==> src/rtl/mem_port_arbiter.sv <==
// Single-port memory arbiter between instruction-fetch and data load/store requesters.
// Data has fixed priority; a starvation counter forces an instruction grant after STARVE_LIMIT data wins.
module mem_port_arbiter #(
    parameter int unsigned MEM_LATENCY  = 1,
    parameter int unsigned STARVE_LIMIT = 4
) (
    input  logic        clk,
    input  logic        reset,
    input  logic        i_req,
    input  logic [31:0] i_addr,
    output logic        i_gnt,
    output logic        i_rvalid,
    output logic [31:0] i_rdata,
    input  logic        d_req,
    input  logic        d_we,
    input  logic [31:0] d_addr,
    input  logic [31:0] d_wdata,
    output logic        d_gnt,
    output logic        d_rvalid,
    output logic [31:0] d_rdata,
    output logic        mem_req,
    output logic        mem_we,
    output logic [31:0] mem_addr,
    output logic [31:0] mem_wdata,
    input  logic [31:0] mem_rdata
);

    localparam int unsigned CNT_W = 4;

    typedef enum logic {
        ST_IDLE,
        ST_WAIT
    } state_e;

    typedef enum logic [1:0] {
        OWN_NONE,
        OWN_I,
        OWN_D
    } owner_e;

    state_e             state_q, state_d;
    owner_e             owner_q, owner_d;
    logic [CNT_W-1:0]   lat_q, lat_d;
    logic [CNT_W-1:0]   starve_q, starve_d;
    logic               d_win;
    logic               i_win;

    always_ff @(posedge clk) begin
        if (reset) begin
            state_q  <= ST_IDLE;
            owner_q  <= OWN_NONE;
            lat_q    <= '0;
            starve_q <= '0;
        end else begin
            state_q  <= state_d;
            owner_q  <= owner_d;
            lat_q    <= lat_d;
            starve_q <= starve_d;
        end
    end

    always_comb begin
        state_d   = state_q;
        owner_d   = owner_q;
        lat_d     = lat_q;
        starve_d  = starve_q;
        d_win     = 1'b0;
        i_win     = 1'b0;
        i_gnt     = 1'b0;
        i_rvalid  = 1'b0;
        i_rdata   = '0;
        d_gnt     = 1'b0;
        d_rvalid  = 1'b0;
        d_rdata   = '0;
        mem_req   = 1'b0;
        mem_we    = 1'b0;
        mem_addr  = '0;
        mem_wdata = '0;

        case (state_q)
            ST_IDLE: begin
                d_win = d_req && !(i_req && (starve_q >= CNT_W'(STARVE_LIMIT)));
                i_win = !d_win && i_req;
                if (d_win) begin
                    d_gnt     = 1'b1;
                    mem_req   = 1'b1;
                    mem_we    = d_we;
                    mem_addr  = d_addr;
                    mem_wdata = d_wdata;
                    // Writes complete in the grant cycle; only reads occupy the port.
                    if (!d_we) begin
                        state_d = ST_WAIT;
                        owner_d = OWN_D;
                        lat_d   = CNT_W'(MEM_LATENCY);
                    end
                end else if (i_win) begin
                    i_gnt    = 1'b1;
                    mem_req  = 1'b1;
                    mem_addr = i_addr;
                    state_d  = ST_WAIT;
                    owner_d  = OWN_I;
                    lat_d    = CNT_W'(MEM_LATENCY);
                end
            end
            ST_WAIT: begin
                lat_d = lat_q - CNT_W'(1);
                if (lat_q == CNT_W'(1)) begin
                    if (owner_q == OWN_I) begin
                        i_rvalid = 1'b1;
                        i_rdata  = mem_rdata;
                    end else if (owner_q == OWN_D) begin
                        d_rvalid = 1'b1;
                        d_rdata  = mem_rdata;
                    end
                    state_d = ST_IDLE;
                    owner_d = OWN_NONE;
                end
            end
            default: begin
                state_d = ST_IDLE;
                owner_d = OWN_NONE;
            end
        endcase

        // Count data wins that an instruction request had to sit through.
        if (!i_req || i_gnt) begin
            starve_d = '0;
        end else if (d_gnt && (starve_q != '1)) begin
            starve_d = starve_q + CNT_W'(1);
        end

        if (reset) begin
            i_gnt     = 1'b0;
            i_rvalid  = 1'b0;
            i_rdata   = '0;
            d_gnt     = 1'b0;
            d_rvalid  = 1'b0;
            d_rdata   = '0;
            mem_req   = 1'b0;
            mem_we    = 1'b0;
            mem_addr  = '0;
            mem_wdata = '0;
        end
    end

endmodule

==> config.mk <==
export PLATFORM = sky130hd
export DESIGN_NAME = mem_port_arbiter
export DESIGN_NICKNAME = d
export VERILOG_FILES = /design/src/rtl/mem_port_arbiter.sv
export SDC_FILE = /design/constraint.sdc
export NUM_CORES = 1
export LEC_CHECK = 0
export BUFFER_PORTS_ARGS = -buffer_cell sky130_fd_sc_hd__buf_2
export CAP_MARGIN = 0
export CELL_PAD_IN_SITES_DETAIL_PLACEMENT = 0
export CELL_PAD_IN_SITES_GLOBAL_PLACEMENT = 2
export CORE_MARGIN = 5
export CORE_UTILIZATION = 12
export DETAILED_ROUTE_END_ITERATION = 8
export PLACE_DENSITY_LB_ADDON = 0.1
export SLEW_MARGIN = 20
export SYNTH_ARGS = -nofsm -noshare
export SYNTH_HDL_FRONTEND = slang
export SYNTH_SLANG_ARGS = --single-unit
==> constraint.sdc <==
create_clock -name clk -period 1.76 [get_ports clk]
set_clock_uncertainty 0.1 [all_clocks]
set_input_delay 0.176 -clock clk [delete_from_list [all_inputs] [get_ports clk]]
set_output_delay 0.176 -clock clk [all_outputs]
set_load 0.1 [all_outputs]
==> out/results.ini <==
[clock_network]
cts.reportedPaths.clkPinSlew_ns=0.04
clk_latency_ns=0.23
cts_buffer_depth=2
h-tree-depth=1
cts_made_buffers=3
cts_tree=yes
cts_root_buffer=clkbuf_16
ctsHoldBuffers=0
cts_sinks=11

[run_status]
violations=setup timing
outcome=complete, but fails checks

[floorplan]
dieHeight_um=128
start_util_pct=12.2
die-area_um2=16400
num_rows=43
coreArea_um2=13800
io_pins=267
die_w_um=128

[detailed_routing]
drc=0
drt_first_pass_iters=4
ant_nets=0
vias=2745
wl_um=12900
viasPerCell=4.00
wl_per_cell_um=18.7
drtIter0Drc=71

[critical_path]
worstPathArrival_ns=1.72
cp_max_fo=33
rrSetupSlack_ns=0.27
r2r-end=lat_q[3]
cp-start-kind=flop
setup.worst_path.end_class=output port
required_ns=1.48
r2r_start=starve_q[3]
crit_type=reg -> out
r2r_cells=5
cp-startpoint=lat_q[1]

[power_and_ir_drop]
sw_frac_of_total_pct=47.3
leakagePower_nw=2.74
ir_drop_v=0.000372
p_clk_share_pct=16.8
p_sw_mw=1.16
seq_power_share_pct=12.1
pwr-share-comb_pct=71.1
internal_power_mw=1.29
total_power_mw=2.45
p_per_area_nw_per_um2=398

[synthesis]
synth_enable_flop_cells=0
yosysSeqAreaShare_pct=13.1
synth_warnings=0
synth-seq-cells=11
yosys.cell_types.count=36
netlist_instances=217
syn_avg_cell_area_um2=7.73
synthFlopType=dfxtp_1
synthArstFlopShare_pct=0
synth_area_leaders=and2_1 (36%), a22o_1 (17%), dfxtp_1 (13%), buf_2 (4.5%), nor4_4 (2.5%)
netlist_area_um2=1680
synth_top_area_share_pct=35.8
syn_nets=353
yosys.area.top_type=and2_1

[worst_hold_path]
whs_endpoint=owner_q[1]
holdPathStages=2
hold_path_class=in -> reg
hold_start=d_we

[global_route]
grt_pass1_wl_um=18100
grt_pass1_vias=2843
grt_antenna_before_repair=3
overflow=0
grt_max_degree=35
grt_usage_pct=14.2

[placed_design]
io_buffers=266
gp_congestion=0.794
dpl.hpwl_um=10800
placed_cells=662

[flow_run]
maxCapViolations=0

[sta]
setup_ws_ns=-0.238
timing.final.hold_violations=0
setup_viol=117
drv_slew=0
timing.final.crit_share_pct=114
worst_slew_pin_slew_ns=0.347
rsz0062_at_grt=yes
slew_headroom_pct=76.8
fmax_ghz=0.501
fin_crit_ns=2.00

[final_layout]
num-nets-final=641
mostFrequentLayoutCell=buf_12
fin_cells=687
drive_gt1_share_pct=89.7
syn2layout_area_growth_pct=266
fin_util_pct=44.6
most-common-layout-cells=buf_12 (143), buf_2 (132), and2_4 (94)

[repair_timing]
item / in CTS / in global routing
endpoints found under the setup margin: 130 / 130
resized for setup: 22 / 14
cloned: 7 / 2
buffers inserted: 8 / 4
pin swaps: 15 / 29
[layer usage]
metal,up-vias,track usage (%),share of wire (%)
li1,1337,-,-
met1,1237,15.5,34
met2,163,27.0,55
met3,8,3.88,10
met4,0,3.25,1.2
met5,-,0,0
[registers in the layout, summed over array words and instances, names as in the netlist]
signal / count
lat_q: 4
starve_q: 4
owner_q: 2
state_q: 1
[through the flow]
step / worst slack (ns) / TNS [ns] / area (um^2) / hold WS, ns
6_report: -0.238 / -18.01 / 6150 / 0.108
5_1_grt: -0.335 / -28.01 / 6150 / 0.125
4_1_cts: -0.264 / -21.70 / 6080 / 0.0981
3_5_place_dp: -0.0114 / -0.0227 / 5680 / 0.345
3_3_place_gp: -0.00260 / -0.00260 / 5680 / 0.351
2_1_floorplan: -0.252 / -4.96 / 2060 / 0.175
[worst max path at each step]
stage                    end  cells after the start
3_5_place_dp      d_rdata[0]                      7
2_1_floorplan  mem_wdata[22]                      5
5_1_grt           d_rdata[0]                      7
4_1_cts           d_rdata[0]                      7
6_report          d_rdata[0]                      7
3_3_place_gp      d_rdata[0]                      7
[power by group through the flow]
stage | logic, mW | clock network (mW) | registers, mW
6_report | 1.74 | 0.412 | 0.296
5_1_grt | 1.81 | 0.443 | 0.298
4_1_cts | 1.76 | 0.424 | 0.297
3_5_place_dp | 1.66 | 0 | 0.301
3_3_place_gp | 1.65 | 0 | 0.301
2_1_floorplan | 0.976 | 0 | 0.296
[synthesized netlist by cell type (all sizes together) (2+ instances only)]
library cell	n
and2	96
a22o	32
buf	18
dfxtp	11
inv	11
a21oi	5
o211ai	4
ha	3
nand2b	3
nor2	3
o21ai	3
a311oi	2
mux2i	2
nand2	2
nor2b	2
nor3	2
nor4	2
o21bai	2
o32ai	2
[critical path, stage by stage (launching register included)]
cell	delay, ns
dfxtp_2	0.31
inv_2	0.07
ha_4	0.13
nand4bb_4	0.15
nor4_4	0.21
buf_12	0.23
and2_2	0.19
buf_12	0.17
[cells by family after synthesis]
| group | synth area share, % |
|---|---|
| AOI/OAI and AO/OA | 28.2 |
| buffers and inverters | 8.95 |
| muxes | 1.19 |
| adders and majority gates | 2.24 |
| DFF | 13.1 |
| and+or+nand+nor | 46.3 |
[area by class of cell]
type / count / area (um^2)
clock buffer: 4 / 78.8
timing repair buffer: 301 / 3860
inverter: 11 / 53.8
sequential: 11 / 231
fill: 1281 / 7630
tap: 180 / 225
multi-input combinational: 177 / 1690
antenna: 3 / 7.51
Note: power is estimated with default switching activity, not from simulation.
